===== config.mk =====
export PLATFORM = sky130hd
export DESIGN_NAME = keypad_access_ctrl
export DESIGN_NICKNAME = d
export VERILOG_FILES = /design/src/rtl/kpac_pkg.sv /design/src/rtl/kpac_key_event.sv /design/src/rtl/keypad_access_ctrl.sv
export SDC_FILE = /design/constraint.sdc
export NUM_CORES = 1
export LEC_CHECK = 0
export ABC_AREA = 1
export BUFFER_PORTS_ARGS = -buffer_cell sky130_fd_sc_hd__buf_2
export CAP_MARGIN = 30
export CORE_ASPECT_RATIO = 0.7
export CORE_MARGIN = 2
export CORE_UTILIZATION = 55
export DETAILED_ROUTE_END_ITERATION = 10
export HOLD_SLACK_MARGIN = 0.1
export PLACE_DENSITY_LB_ADDON = 0.2
export SKIP_LAST_GASP = 1
export SLEW_MARGIN = 15
export SYNTH_ARGS = -nofsm -noshare
export SYNTH_HDL_FRONTEND = slang
export SYNTH_SLANG_ARGS = --single-unit

===== constraint.sdc =====
create_clock -name clk -period 23.8 [get_ports clk]
set_input_delay 5.95 -clock clk [delete_from_list [all_inputs] [get_ports clk]]
set_output_delay 5.95 -clock clk [all_outputs]
set_load 0.005 [all_outputs]

===== src/rtl/kpac_pkg.sv =====
// Shared key codes, state encoding and helpers for the keypad access controller.
// Optional lockout auto-expiry is enabled with KPAC_LOCK_TIMER_EN.
package kpac_pkg;

    localparam logic [3:0] KEY_STAR = 4'hA;
    localparam logic [3:0] KEY_HASH = 4'hB;
    localparam logic [3:0] KEY_NONE = 4'hF;

    localparam logic [3:0] ST_IDLE     = 4'd0;
    localparam logic [3:0] ST_GET_ID   = 4'd1;
    localparam logic [3:0] ST_ID_STAR  = 4'd2;
    localparam logic [3:0] ST_GET_PIN  = 4'd3;
    localparam logic [3:0] ST_PIN_HASH = 4'd4;
    localparam logic [3:0] ST_CHECK    = 4'd5;
    localparam logic [3:0] ST_ADMIN    = 4'd6;
    localparam logic [3:0] ST_ADM_ID   = 4'd7;
    localparam logic [3:0] ST_ADM_STAR = 4'd8;
    localparam logic [3:0] ST_ADM_PIN  = 4'd9;
    localparam logic [3:0] ST_ADM_HASH = 4'd10;

    typedef enum logic [3:0] {
        S_IDLE     = ST_IDLE,
        S_GET_ID   = ST_GET_ID,
        S_ID_STAR  = ST_ID_STAR,
        S_GET_PIN  = ST_GET_PIN,
        S_PIN_HASH = ST_PIN_HASH,
        S_CHECK    = ST_CHECK,
        S_ADMIN    = ST_ADMIN,
        S_ADM_ID   = ST_ADM_ID,
        S_ADM_STAR = ST_ADM_STAR,
        S_ADM_PIN  = ST_ADM_PIN,
        S_ADM_HASH = ST_ADM_HASH
    } kpac_state_e;

    function automatic logic is_digit(input logic [3:0] k);
        return k <= 4'd9;
    endfunction

    function automatic logic is_admin_state(input kpac_state_e s);
        return s inside {S_ADMIN, S_ADM_ID, S_ADM_STAR,
                         S_ADM_PIN, S_ADM_HASH};
    endfunction

endpackage


===== src/rtl/kpac_key_event.sv =====
// Keypad input register and press-edge detector: one strobe per key press.
// Part of keypad_access_ctrl (KPAC_LOCK_TIMER_EN does not affect this block).
module kpac_key_event
    import kpac_pkg::*;
(
    input  logic       clk,
    input  logic       RST,
    input  logic [3:0] keypad,
    output logic       evt,
    output logic [3:0] code
);

    logic [3:0] key_q, key_d;
    logic [3:0] prev_q, prev_d;

    always_comb begin
        key_d  = keypad;
        prev_d = key_q;
    end

    always_ff @(posedge clk or posedge RST) begin
        if (RST) begin
            key_q  <= KEY_NONE;
            prev_q <= KEY_NONE;
        end else begin
            key_q  <= key_d;
            prev_q <= prev_d;
        end
    end

    // Only the released-to-pressed transition counts, so a held key never repeats.
    assign evt  = (key_q != KEY_NONE) && (prev_q == KEY_NONE);
    assign code = key_q;

endmodule


===== src/rtl/keypad_access_ctrl.sv =====
// Keypad login/admin controller: user ID + PIN entry, per-user lockout, admin PIN writes.
// Define KPAC_LOCK_TIMER_EN to let locks expire after LOCKOUT_CYC cycles.
module keypad_access_ctrl
    import kpac_pkg::*;
#(
    parameter int NUM_USERS   = 8,
    parameter int PIN_DIGITS  = 4,
    parameter int MAX_TRIES   = 3,
    parameter int TIMEOUT_CYC = 50000,
    parameter int LOCKOUT_CYC = 500000
) (
    input  logic       clk,
    input  logic       RST,
    input  logic [3:0] keypad,
    output logic       grant,
    output logic       deny,
    output logic       locked_out,
    output logic [3:0] user_id,
    output logic       admin_mode,
    output logic       pin_wr_ack,
    output logic       busy
);

    localparam int PW = PIN_DIGITS * 4;
    localparam int TW = $clog2(TIMEOUT_CYC + 1);
    localparam logic [3:0] NU   = 4'(NUM_USERS);
    localparam logic [3:0] MAXT = 4'(MAX_TRIES);
    localparam logic [3:0] LAST = 4'(PIN_DIGITS - 1);
    localparam logic [TW-1:0] TLAST = TW'(TIMEOUT_CYC - 1);

    logic       evt;
    logic [3:0] code;

    kpac_key_event u_key (
        .clk    (clk),
        .RST    (RST),
        .keypad (keypad),
        .evt    (evt),
        .code   (code)
    );

    kpac_state_e state_q, state_d;
    logic [3:0]    id_q, id_d;
    logic [3:0]    adm_id_q, adm_id_d;
    logic [3:0]    cnt_q, cnt_d;
    logic [PW-1:0] entry_q, entry_d;
    logic [TW-1:0] tmr_q, tmr_d;
    logic [PW-1:0] pin_q [NUM_USERS];
    logic [PW-1:0] pin_d [NUM_USERS];
    logic [3:0]    fail_q [NUM_USERS];
    logic [3:0]    fail_d [NUM_USERS];
    logic          grant_q, grant_d;
    logic          deny_q, deny_d;
    logic          lo_q, lo_d;
    logic [3:0]    uid_q, uid_d;
    logic          adm_q, adm_d;
    logic          ack_q, ack_d;

    logic [PW-1:0] sel_pin;
    logic [3:0]    sel_fail;
    logic          timeout;
    logic          digit;

`ifdef KPAC_LOCK_TIMER_EN
    localparam int LW = $clog2(LOCKOUT_CYC + 1);
    logic [LW-1:0] lk_tmr_q, lk_tmr_d;
    logic          lk_run_q, lk_run_d;
    logic          new_lock;
`endif

    always_comb begin
        sel_pin  = '0;
        sel_fail = '0;
        for (int u = 0; u < NUM_USERS; u++) begin
            if (id_q == 4'(u)) begin
                sel_pin  = pin_q[u];
                sel_fail = fail_q[u];
            end
        end
    end

    assign digit   = is_digit(code);
    assign timeout = (state_q != S_IDLE) && !evt && (tmr_q == TLAST);

    always_comb begin
        state_d  = state_q;
        id_d     = id_q;
        adm_id_d = adm_id_q;
        cnt_d    = cnt_q;
        entry_d  = entry_q;
        pin_d    = pin_q;
        fail_d   = fail_q;
        grant_d  = 1'b0;
        deny_d   = 1'b0;
        lo_d     = 1'b0;
        ack_d    = 1'b0;
        uid_d    = uid_q;
        tmr_d    = tmr_q + TW'(1);
        if (evt || state_q == S_IDLE) tmr_d = '0;

        if (timeout) begin
            state_d = S_IDLE;
            // An idle admin session just logs out; any half-typed entry is rejected.
            if (state_q != S_ADMIN) begin
                deny_d = 1'b1;
                uid_d  = is_admin_state(state_q) ? adm_id_q : id_q;
            end
        end else begin
            unique case (state_q)
                S_IDLE: begin
                    if (evt && code == KEY_STAR) begin
                        state_d = S_GET_ID;
                        id_d    = '0;
                    end
                end
                S_GET_ID: begin
                    if (evt) begin
                        if (digit) begin
                            id_d    = code;
                            state_d = S_ID_STAR;
                        end else begin
                            state_d = S_IDLE;
                            deny_d  = 1'b1;
                            uid_d   = id_q;
                        end
                    end
                end
                S_ID_STAR: begin
                    if (evt) begin
                        if (code == KEY_STAR) begin
                            state_d = S_GET_PIN;
                            cnt_d   = '0;
                            entry_d = '0;
                        end else begin
                            state_d = S_IDLE;
                            deny_d  = 1'b1;
                            uid_d   = id_q;
                        end
                    end
                end
                S_GET_PIN: begin
                    if (evt) begin
                        if (digit) begin
                            entry_d = (entry_q << 4) | PW'(code);
                            cnt_d   = cnt_q + 4'd1;
                            if (cnt_q == LAST) state_d = S_PIN_HASH;
                        end else begin
                            state_d = S_IDLE;
                            deny_d  = 1'b1;
                            uid_d   = id_q;
                        end
                    end
                end
                S_PIN_HASH: begin
                    if (evt) begin
                        if (code == KEY_HASH) begin
                            state_d = S_CHECK;
                        end else begin
                            state_d = S_IDLE;
                            deny_d  = 1'b1;
                            uid_d   = id_q;
                        end
                    end
                end
                S_CHECK: begin
                    state_d = S_IDLE;
                    uid_d   = id_q;
                    if (id_q >= NU) begin
                        deny_d = 1'b1;
                    end else if (sel_fail == MAXT) begin
                        deny_d = 1'b1;
                        lo_d   = 1'b1;
                    end else if (entry_q == sel_pin) begin
                        grant_d = 1'b1;
                        if (id_q == 4'd0) state_d = S_ADMIN;
                        for (int u = 0; u < NUM_USERS; u++)
                            if (id_q == 4'(u)) fail_d[u] = '0;
                    end else begin
                        deny_d = 1'b1;
                        for (int u = 0; u < NUM_USERS; u++)
                            if (id_q == 4'(u)) fail_d[u] = fail_q[u] + 4'd1;
                    end
                end
                S_ADMIN: begin
                    if (evt && code == KEY_HASH) begin
                        state_d  = S_ADM_ID;
                        adm_id_d = '0;
                    end else if (evt && code == KEY_STAR) begin
                        state_d = S_IDLE;
                    end
                end
                S_ADM_ID: begin
                    if (evt) begin
                        if (digit) begin
                            adm_id_d = code;
                            state_d  = S_ADM_STAR;
                        end else begin
                            state_d = S_ADMIN;
                            deny_d  = 1'b1;
                            uid_d   = adm_id_q;
                        end
                    end
                end
                S_ADM_STAR: begin
                    if (evt) begin
                        if (code == KEY_STAR) begin
                            state_d = S_ADM_PIN;
                            cnt_d   = '0;
                            entry_d = '0;
                        end else begin
                            state_d = S_ADMIN;
                            deny_d  = 1'b1;
                            uid_d   = adm_id_q;
                        end
                    end
                end
                S_ADM_PIN: begin
                    if (evt) begin
                        if (digit) begin
                            entry_d = (entry_q << 4) | PW'(code);
                            cnt_d   = cnt_q + 4'd1;
                            if (cnt_q == LAST) state_d = S_ADM_HASH;
                        end else begin
                            state_d = S_ADMIN;
                            deny_d  = 1'b1;
                            uid_d   = adm_id_q;
                        end
                    end
                end
                S_ADM_HASH: begin
                    if (evt) begin
                        state_d = S_ADMIN;
                        uid_d   = adm_id_q;
                        if (code == KEY_HASH && adm_id_q < NU) begin
                            ack_d = 1'b1;
                            for (int u = 0; u < NUM_USERS; u++) begin
                                if (adm_id_q == 4'(u)) begin
                                    pin_d[u]  = entry_q;
                                    fail_d[u] = '0;
                                end
                            end
                        end else begin
                            deny_d = 1'b1;
                        end
                    end
                end
                default: state_d = S_IDLE;
            endcase
        end

`ifdef KPAC_LOCK_TIMER_EN
        // A fresh lock anywhere restarts the shared window; expiry frees every locked user.
        new_lock = 1'b0;
        for (int u = 0; u < NUM_USERS; u++)
            if (fail_d[u] == MAXT && fail_q[u] != MAXT) new_lock = 1'b1;
        lk_run_d = lk_run_q;
        lk_tmr_d = lk_tmr_q;
        if (new_lock) begin
            lk_run_d = 1'b1;
            lk_tmr_d = '0;
        end else if (lk_run_q) begin
            if (lk_tmr_q == LW'(LOCKOUT_CYC - 1)) begin
                lk_run_d = 1'b0;
                lk_tmr_d = '0;
                for (int u = 0; u < NUM_USERS; u++)
                    if (fail_q[u] == MAXT) fail_d[u] = '0;
            end else begin
                lk_tmr_d = lk_tmr_q + LW'(1);
            end
        end
`endif

        adm_d = is_admin_state(state_d);
    end

    always_ff @(posedge clk or posedge RST) begin
        if (RST) begin
            state_q  <= S_IDLE;
            id_q     <= '0;
            adm_id_q <= '0;
            cnt_q    <= '0;
            entry_q  <= '0;
            tmr_q    <= '0;
            grant_q  <= 1'b0;
            deny_q   <= 1'b0;
            lo_q     <= 1'b0;
            uid_q    <= '0;
            adm_q    <= 1'b0;
            ack_q    <= 1'b0;
            for (int u = 0; u < NUM_USERS; u++) begin
                pin_q[u]  <= '0;
                fail_q[u] <= '0;
            end
        end else begin
            state_q  <= state_d;
            id_q     <= id_d;
            adm_id_q <= adm_id_d;
            cnt_q    <= cnt_d;
            entry_q  <= entry_d;
            tmr_q    <= tmr_d;
            grant_q  <= grant_d;
            deny_q   <= deny_d;
            lo_q     <= lo_d;
            uid_q    <= uid_d;
            adm_q    <= adm_d;
            ack_q    <= ack_d;
            for (int u = 0; u < NUM_USERS; u++) begin
                pin_q[u]  <= pin_d[u];
                fail_q[u] <= fail_d[u];
            end
        end
    end

`ifdef KPAC_LOCK_TIMER_EN
    always_ff @(posedge clk or posedge RST) begin
        if (RST) begin
            lk_tmr_q <= '0;
            lk_run_q <= 1'b0;
        end else begin
            lk_tmr_q <= lk_tmr_d;
            lk_run_q <= lk_run_d;
        end
    end
`endif

    assign grant      = grant_q;
    assign deny       = deny_q;
    assign locked_out = lo_q;
    assign user_id    = uid_q;
    assign admin_mode = adm_q;
    assign pin_wr_ack = ack_q;
    assign busy       = (state_q != S_IDLE) && (state_q != S_ADMIN);

endmodule

# Yosys cells after proc, flatten, opt, wreduce, memory -nomap -nowiden
# Index checks and enable logic that the tools add are counted.
# word_totals
inputBits,6
ff_bits,225
# op_classes
order_cmp,3
add_sub_neg,10
n_reduce_logical,45
n_eq_ne,80
mux,131
bitwise_logic,2
# op_table
op,count
$mux 4,72
$mux 16,13
$mux 32,5
$pmux 32 s2,1
$reduce_and 8->1,8
$eq 4x3->1 const B,14
$reduce_and 5->1,10
$pmux 4 s11,1
$add 4x1->4 const B,9
$eq 4x4->1 const B,9
$eq 4x2->1 const B,8
$ne 2x1->1 const B,16
$pmux 16 s2,1
$ne 2x2->1 const B,15
$pmux 4 s7,1
$ne 3x3->1 const B,9
$mux 1,26
$pmux 4 s2,3
$add 16x1->16 const B,1
$eq 16x16->1,1
$eq 16x16->1 const B,1
$or 16x4->16,1
$mux 3,5
$reduce_and 13->1,1
21 further kinds,40

# Logic depth before layout (Yosys ltp)
# Gate-level depths: netlist (run 1).
# depth
word_depth,17
ltp_mapped,22

# Hierarchy
# Synthesis (run 1) repeated with hierarchy kept, for this count alone.
# unflattened
hier_cells,1458
area_unflattened_um2,11426.0
# by_module_without_submodules
mod,area_each_um2,seq_area_each_um2,n_inst,cells_per_inst
keypad_access_ctrl,11178.2,5430.2,1,1440
kpac_key_event,247.7,210.2,1,18

# Worst setup path before layout (run 1)
# OpenSTA, ideal clock, no wires.
# synth_timing
path_type,register to output
start,reg state_q[2]
end,out busy
path_buffers,0
arrival_time_ns,0.851
path_stages_with_launch,6
path_slack_ns,16.999
cell_sequence,dfrtp_1 -> inv_1 -> nor2_1 -> inv_1 -> nor2_1 -> nor2_1
# synth_between
elab_chain_cells,2
# synth_rtl
element,line,source
start: declaration,keypad_access_ctrl.sv:42,"kpac_state_e state_q, state_d;"
start signal: assignment,keypad_access_ctrl.sv:295,state_q <= state_d;
$ne 4x3->1 / $reduce_bool 4->1 (equally long branches),keypad_access_ctrl.sv:332,assign busy = (state_q != S_IDLE) && (state_q != S_ADMIN);
$logic_and 1x1->1 *,keypad_access_ctrl.sv:332,
end: declaration,keypad_access_ctrl.sv:21,output logic busy
# Mark *: on every way between the ends. The rest lies on a longest branch, timed or not.

==> out/results.txt, run 1 <==
Critical path buffers and inverters - 4
# IOs - 16
number of remaining DRC errors - 0
leakage power - 0.00593 µW
FMAX - 0.131 GHz
final hold vios - 0
postcts setup bufs - 0
CP cell instances - buf_2 > inv_8 > buf_4 > buf_4
Hold Buf Count CTS - 0
TritonCTS Sinks - 225
clock tree buffer depth - 3
Net Count, Synth - 1508
Net Sw Frac - 28.0%
final wirelength - 29.4 mm
Layout Skew - 0.0127 ns
first-pass GRT wire length - 48.9 mm
Hold Crit Class - reg2reg
Worst-Skew Late Latency - 0.53 ns
Detail Placement HPWL - 19.0 mm
Net Switching - 239 µW
antenna viol nets, final - 0
yosys warns - 0
DR vias/cell - 5.53
clock share of power - 40.9%
top_reg_cell synth - dfrtp_1
Slew Viols, Final - 0
CP Data Arrival Time - 8.20 ns
Core Area - 20500 µm²
total negative setup slack - 0 ns
asr flop ratio synth - 100%
register share of total power - 47.2%
CP endpoint kind - asynchronous set/reset pin
GPL Wtd Cong - 0.909
CP most frequent cell - buf_4
Die H - 124 µm
post-synthesis sequential area ratio - 49.5%
Fin Hold WS - 0.422 ns
Post-synth EDFFs - 0
Final Critical Period - 7.64 ns
Die X - 176 µm
WL per Instance - 16.4 µm
CTS buffer count - 23
status - finished clean
utilization after layout - 60.9%
pwr/cell area - 68.4 nW/µm²
Crit path largest cell delay - 0.73 ns
GRT overflow - 0
number of distinct library cells after synthesis - 48
row count - 44
RSZ-0062 raised after global routing - no
TritonCTS clock tree - built
clk slew on worst S/H paths - 0.06 ns
Root Driver - clkbuf_16
Final setup viols - 0
fraction of layout cells with a size suffix above 1 - 7.14%
Setup Crit Path Kind - in2async
Synth Instances - 1492
Worst path top cell family by delay - buffers and inverters
Syn Area/Cell - 7.64 µm²
critical path fanouts, max - 111
largest net degree at the start of global routing - 112
Yosys reg bits - 225
n_diodes - 0
commonest cells after routing, fill and taps aside - nand2_1, dfrtp_1, o21ai_0, inv_1, nor2_1
Starting DRT DRC Count - 900
final cycle utilization of the critical path - 32.1%
vias in the first global route - 9294
startpoint types - input pin
total power - 856 µW
initial antenna violation count - 0
TritonRoute pass-1 iters - 6
worst vdd ir - 0.0000677 V
worst slew pin tran - 0.884 ns
max-cap violations - 0
Initial Util - 55.5%
Via Count - 9898
Mapped Area - 11400 µm²
Layout Nets - 1512
# port buffers - 15
# resized after CTS - 0
H-tree Lvls - 1
Pint - 617 µW
Comb pwr share - 11.9%
Slew HR - 41.0%
Die ar. - 21900 µm²
P&R area growth vs syn - 9.68%
slowest stage cell, crit path - buf_4
Crit path required time - 24.35 ns
most common cell after layout, fill and taps aside - nand2_1
GRT Total Usage - 27.8%
==> power by group through the flow <==
stage,sequential (µW),combinational (µW),clock (µW)
CTS,404,102,356
detailed placement,411,101,0
global placement,410,101,0
global route,406,115,371
floorplan,408,70.4,0
finish,404,102,350
==> sequential cells by signal (all words and copies together) (netlist names) <==
register      cells
pin_q           128
pin_wr_ack        1
grant             1
fail_q           32
tmr_q            16
adm_id_q          4
entry_q          16
u_key.prev_q      4
user_id           4
u_key.code        4
locked_out        1
deny              1
id_q              4
state_q           4
cnt_q             4
admin_mode        1
==> metrics by stage <==
step                      instance area, µm²  worst slack (ns)  std cells
final                                  12500             16.16       1789
after global routing                   12500             15.80       1789
after CTS                              12500             16.09       1787
after detailed placement               11700             15.54       1745
after global placement                 11700             15.56       1741
after floorplan                        11400             11.70       1492
==> area by class of cell <==
type,instances,area (µm²)
inverters,139,529
clock buffers,37,648
multi-input cells,1075,5020
clock inverters,5,65.1
flip-flops and latches,225,5640
well taps,276,345
fillers,1862,8030
repair buffers,32,265
==> worst paths after layout <==
path | from | end | slack (ns) | cells after the start
setup / recovery | RST | user_id[1]$_DFFE_PP0P_ | 16.16 | 4
hold / removal | u_key.code[3]$_DFF_PP1_ | u_key.prev_q[3]$_DFF_PP1_ | 0.42 | 0
setup reg to reg | id_q[3]$_DFFE_PP0P_ | fail_q[1]$_DFFE_PP0P_ | 19.80 | 19
hold reg to reg | u_key.code[3]$_DFF_PP1_ | u_key.prev_q[3]$_DFF_PP1_ | 0.42 | 0
max in group clk | state_q[1]$_DFF_PP0_ | busy | 16.19 | 6
min in group asynchronous | RST | pin_q[0]$_DFFE_PP0P_ | 5.59 | 2
==> cells in the mapped netlist, types with 3 or more instances <==
cell type | instances | area, µm²
o211ai_1 | 9 | 67.6
inv_2 | 3 | 11.3
dfrtp_1 | 217 | 5430
nand3b_1 | 3 | 22.5
a31oi_1 | 5 | 31.3
o31ai_1 | 3 | 22.5
nand4_1 | 10 | 62.6
buf_2 | 12 | 60.1
buf_4 | 5 | 37.5
nand2_1 | 466 | 1750
xor2_1 | 16 | 140
or2_2 | 13 | 81.3
o22ai_1 | 5 | 31.3
clkbuf_1 | 33 | 124
o2111ai_1 | 3 | 26.3
dfstp_2 | 8 | 210
inv_1 | 134 | 503
nor2_1 | 129 | 484
nor2_4 | 4 | 45.0
nor2_2 | 6 | 37.5
nand3_1 | 106 | 531
or2_0 | 6 | 37.5
ha_1 | 10 | 125
nor3_1 | 20 | 100
a21oi_1 | 69 | 345
o21ai_0 | 156 | 781
o21ai_1 | 6 | 30.0
nand2_2 | 5 | 31.3
a211oi_1 | 5 | 37.5
==> cells by family after synthesis <==
family / share of synthesized area (%)
AND/OR/NAND/NOR: 28.6
AO/OA/AOI/OAI: 12.8
flip-flops: 49.5
buffers and inverters: 6.75
XOR/XNOR: 1.23
adder cells (fa/ha/maj): 1.10
==> per-layer routing <==
metal	up-vias	share of wire, %	GRT usage, %
met5	-	0	0
met4	0	1.7	6.37
met3	39	8.5	6.38
met2	367	42	40.2
met1	4646	47	42.4
li1	4846	-	-
Note: power is estimated with default switching activity, not from simulation.
==> run 2: changes to the inputs <==
- clock period: 23.8 -> 6.7 ns (I/O delays scaled with it)
==> run 2 against run 1 <==
Power increased to 3.7 times the previous value; combinational power increased to 3.5 times the previous value; routed wire length increased by 1.1%; non-clock buffer count increased by 2; clock skew increased by 0.00069 ns; sequential power increased to 3.6 times the previous value; sequential share of layout area decreased by 0.59 points; global-route usage about the same; critical path depth increased by 12; die area unchanged; utilization increased by 0.80 points; largest cell class unchanged; largest power group unchanged.
==> out/results.txt, run 2 (same netlist as run 1, synthesis figures left out) <==
initial antenna violation count - 0
fraction of layout cells with a size suffix above 1 - 7.99%
clock tree buffer depth - 3
reg-to-reg endpoint - fail_q[2]$_DFFE_PP0P_
# IOs - 16
antenna viol nets, final - 0
row count - 44
Core Area - 20500 µm²
CTS buffer count - 23
vias in the first global route - 9232
worst vdd ir - 0.000192 V
worst slew pin tran - 0.868 ns
Largest regs - pin_q (128), fail_q (32)
Final setup viols - 0
Root Driver - clkbuf_16
Die H - 124 µm
min-delay src - u_key.code[3]$_DFF_PP1_
CP Data Arrival Time - 4.29 ns
Layout Skew - 0.0134 ns
crit path from - id_q[0]$_DFFE_PP0P_
WL per Instance - 16.6 µm
Setup Crit Path Kind - reg2reg
Crit path required time - 7.12 ns
TritonCTS Sinks - 225
Starting DRT DRC Count - 1269
Detail Placement HPWL - 19.4 mm
CP endpoint kind - register
Slew HR - 42.1%
final wirelength - 29.7 mm
termination of the worst setup path - fail_q[2]$_DFFE_PP0P_
GRT Total Usage - 27.8%
n_diodes - 0
total negative setup slack - 0 ns
r2r startpoint - id_q[0]$_DFFE_PP0P_
Largest register FFs - 128
commonest cells after routing, fill and taps aside - nand2_1, dfrtp_1, o21ai_0, inv_1, nor2_1
TritonRoute pass-1 iters - 5
Final Critical Period - 3.87 ns
status - finished clean
Die X - 176 µm
GPL Wtd Cong - 0.908
number of remaining DRC errors - 0
# resized after CTS - 0
# port buffers - 15
startpoint types - register
critical path fanouts, max - 18
largest net degree at the start of global routing - 114
final hold vios - 0
Worst-Skew Late Latency - 0.53 ns
TritonCTS clock tree - built
FMAX - 0.258 GHz
Slew Viols, Final - 0
Layout Nets - 1514
clk slew on worst S/H paths - 0.07 ns
P&R area growth vs syn - 11.1%
leakage power - 0.00602 µW
Via Count - 9962
flop-to-flop setup slack - 2.83 ns
first-pass GRT wire length - 49.1 mm
total power - 3190 µW
Hold Buf Count CTS - 0
postcts setup bufs - 0
Hold Crit Class - reg2reg
RSZ-0062 raised after global routing - no
H-tree Lvls - 1
Top reg by flops - pin_q
most common cell after layout, fill and taps aside - nand2_1
Die ar. - 21900 µm²
DR vias/cell - 5.56
max-cap violations - 0
pwr/cell area - 252 nW/µm²
final cycle utilization of the critical path - 57.8%
R2R depth - 16
GRT overflow - 0
Initial Util - 55.5%
==> run 2: changes by cell type in the layout (fill, tap and decap cells not counted), sizes merged <==
cell	change
clkbuf	-5
clkinv	+4
bufinv	+2
clkinvlp	+1
buf	+1
inv	-1
==> run 2: routing by layer <==
metal | GRT usage [%] | part of all wire, % | up-vias
met3 | 4.58 | 7.7 | 43
li1 | - | - | 4839
met5 | 0 | 0 | -
met2 | 39.0 | 41 | 374
met1 | 45.0 | 50 | 4706
met4 | 5.74 | 2.0 | 0
==> run 2: area by class of cell <==
cell class | count | area (µm²)
flip-flops and latches | 225 | 5640
fillers | 1816 | 7860
repair buffers | 34 | 327
inverters | 139 | 526
multi-input cells | 1075 | 5020
clock buffers | 31 | 676
well taps | 276 | 345
clock inverters | 11 | 145
==> run 2: report_power, final <==
group,internal (µW),switching [µW]
Clock,826,564
Combinational,88.6,271
Sequential,1400,39.4
Total,2310,874
==> run 2: metrics by stage <==
step / cell area (µm²) / hold WS [ns] / instances / utilization, % / setup slack [ns]
2_1_floorplan: 11400 / 0.379 / 1492 / - / 2.09
3_3_place_gp: 11700 / 0.409 / 1740 / 56.9 / 2.79
3_5_place_dp: 11800 / 0.406 / 1746 / 57.5 / 2.95
4_1_cts: 12600 / 0.413 / 1788 / 61.5 / 2.91
5_1_grt: 12700 / 0.419 / 1791 / 61.7 / 2.58
6_report: 12700 / 0.411 / 1791 / 61.7 / 2.83
==> run 2: worst min-delay path by stage <==
stage                                end  slack (ns)  cells past startpoint
2_1_floorplan  u_key.prev_q[3]$_DFF_PP1_        0.38                      0
3_3_place_gp   u_key.prev_q[3]$_DFF_PP1_        0.41                      0
3_5_place_dp   u_key.prev_q[3]$_DFF_PP1_        0.41                      0
4_1_cts        u_key.prev_q[3]$_DFF_PP1_        0.41                      0
5_1_grt        u_key.prev_q[3]$_DFF_PP1_        0.42                      0
6_report       u_key.prev_q[3]$_DFF_PP1_        0.41                      0
==> run 2: worst max-delay path, stage by stage, from the launching register on <==
cell and delay [ns]:
dfrtp_1 0.53, nor2_4 0.48, nand2_1 0.55, buf_8 0.34, or2_2 0.27, nand2_1 0.07, nand3_1 0.08, nand3_1 0.08
nand2_1 0.06, nor2_1 0.09, nand2_1 0.10, nor2_2 0.29, nand2_2 0.33, nand2_4 0.22, nor2_1 0.11, nand2_1 0.09
nand2_1 0.05
==> run 3: changes to the inputs <==
- clock period: 6.7 -> 3.3 ns (I/O delays scaled with it)
==> run 3 against run 2 <==
Setup slack lost 2.5 ns; non-clock buffer count is 16 higher; hold slack worse by 0.045 ns; cell count up 1.0%; first-iteration DRC count fell by 24%; highest routed layer unchanged; design area up 0.69%; sequential share of layout area fell by 0.30 points; largest power group unchanged; power grew 100%.
==> out/results.txt, run 3 (same netlist as run 1, synthesis figures left out) <==
register share of total power - 44.9%
TritonCTS Sinks - 225
DR vias/cell - 5.52
Initial Util - 55.5%
# IOs - 16
CP endpoint kind - register
Detail Placement HPWL - 19.6 mm
R2R depth - 18
clk slew on worst S/H paths - 0.07 ns
Slew Viols, Final - 0
commonest cells after routing, fill and taps aside - nand2_1, dfrtp_1, o21ai_0, inv_1, nor2_1
Setup Crit Path Kind - reg2reg
filler instances - 1776
GRT Total Usage - 28.2%
pre-CTS setup slack - 0.380 ns
busiest grt layer - met1
Net Sw Frac - 27.2%
grt met3 use - 4.79%
startpoint types - register
H-tree Lvls - 1
RSZ-0062 raised after global routing - no
fraction of layout cells with a size suffix above 1 - 9.07%
Starting DRT DRC Count - 961
CP Data Arrival Time - 3.44 ns
Root Driver - clkbuf_16
Top reg by flops - pin_q
Hold Crit Class - in2async
Layout Skew - 0.0196 ns
worst vdd ir - 0.000359 V
TritonRoute pass-1 iters - 5
WL per Instance - 16.5 µm
Net Switching - 1770 µW
leakage power - 0.00608 µW
Final Critical Period - 2.98 ns
M2 GR Usage - 40.3%
status - finished clean
total power - 6490 µW
met1 usage - 44.6%
critical path fanouts, max - 32
vias in the first global route - 9274
Crit path required time - 3.76 ns
first-pass GRT wire length - 49.8 mm
Largest regs - pin_q (128), fail_q (32)
number of remaining DRC errors - 0
TritonCTS clock tree - built
Pint - 4720 µW
Die H - 124 µm
Die ar. - 21900 µm²
most common cell after layout, fill and taps aside - nand2_1
final cycle utilization of the critical path - 90.3%
worst slew pin tran - 0.621 ns
# port buffers - 15
GRT overflow - 0
total negative setup slack - 0 ns
P&R area growth vs syn - 11.9%
Comb pwr share - 11.8%
Final Worst Setup Slack - 0.321 ns
Die X - 176 µm
Via Count - 9982
final hold vios - 0
n_diodes - 0
final wirelength - 29.8 mm
max-cap violations - 0
GPL Wtd Cong - 0.917
initial antenna violation count - 0
pwr/cell area - 509 nW/µm²
Core Area - 20500 µm²
antenna viol nets, final - 0
CTS buffer count - 24
Largest register FFs - 128
FMAX - 0.336 GHz
largest net degree at the start of global routing - 54
Slew HR - 58.3%
Worst-Skew Late Latency - 0.53 ns
Layout Nets - 1531
Final setup viols - 0
clock share of power - 43.3%
row count - 44
Hold Buf Count CTS - 0
clock tree buffer depth - 3
-- run 3: cell count changes in the layout (fill, tap and decap cells not counted), moves of 3 or more --
| cell | change |
|---|---|
| buf_12 | +3 |
| buf_8 | -3 |
| buf_4 | +21 |
| buf_16 | -3 |
-- run 3: cell type report --
type	count	area, µm²	share of cell area, %
clock buffers	34	718	5.63
clock inverters	10	115	0.902
inverters	139	526	4.12
multi-input cells	1075	5020	39.3
flip-flops and latches	225	5640	44.2
well taps	276	345	2.71
repair buffers	50	400	3.14
-- run 3: power groups by stage --
stage / registers [µW] / clock network (µW) / logic [µW]
finish: 2910 / 2810 / 768
global route: 2920 / 2960 / 858
CTS: 2910 / 2850 / 764
detailed placement: 2960 / 0 / 760
global placement: 2960 / 0 / 752
floorplan: 2940 / 0 / 508
-- run 3: path summary, 6_finish.rpt --
| check | to | slack, ns | startpoint |
|---|---|---|---|
| worst max-delay path | fail_q[1]$_DFFE_PP0P_ | 0.32 | id_q[3]$_DFFE_PP0P_ |
| worst min-delay path | pin_q[35]$_DFFE_PP0P_ | 0.37 | RST |
| worst max register to register | fail_q[1]$_DFFE_PP0P_ | 0.32 | id_q[3]$_DFFE_PP0P_ |
| worst min register to register | u_key.prev_q[3]$_DFF_PP1_ | 0.41 | u_key.code[3]$_DFF_PP1_ |
| max in group asynchronous | pin_q[99]$_DFFE_PP0P_ | 1.95 | RST |
| min in group clk | u_key.code[2]$_DFF_PP1_ | 0.39 | keypad[2] |
-- run 3: worst max-delay path, cell delays in order (launching register included) --
cell and delay (ns):
dfrtp_1 0.53, nor2_2 0.24, buf_12 0.22, nand2_1 0.08, inv_1 0.21, nand2_1 0.10, nand4_1 0.10, nor2_1 0.04
nand3_1 0.08, nand2_1 0.05, nand2_1 0.06, nand2_1 0.07, nand2_1 0.13, nand2_1 0.07, nand2_1 0.32, nand2_1 0.22
nor2_1 0.23, nand2_1 0.08, nand2_1 0.06
-- run 3: layer usage --
layer / vias up / routed length [µm]
met5: - / 0
met4: 0 / 624
met3: 56 / 2440
met2: 396 / 12300
met1: 4650 / 14400
li1: 4880 / -
-- run 3: per-stage QoR --
stage	instance area (µm²)	util (%)	hold WS (ns)	instances
floorplan	11400	-	0.379	1492
CTS	12800	62.1	0.366	1809
global placement	11900	58.1	0.405	1765
detailed placement	11900	58.1	0.406	1765
finish	12800	62.1	0.365	1809
global route	12800	62.1	0.376	1809
-- run 3: timing repair --
action | 4_1_cts | 5_1_grt
resized for setup | 0 | 1
buffers inserted | 0 | 0
setup endpoints to repair | 0 | 16
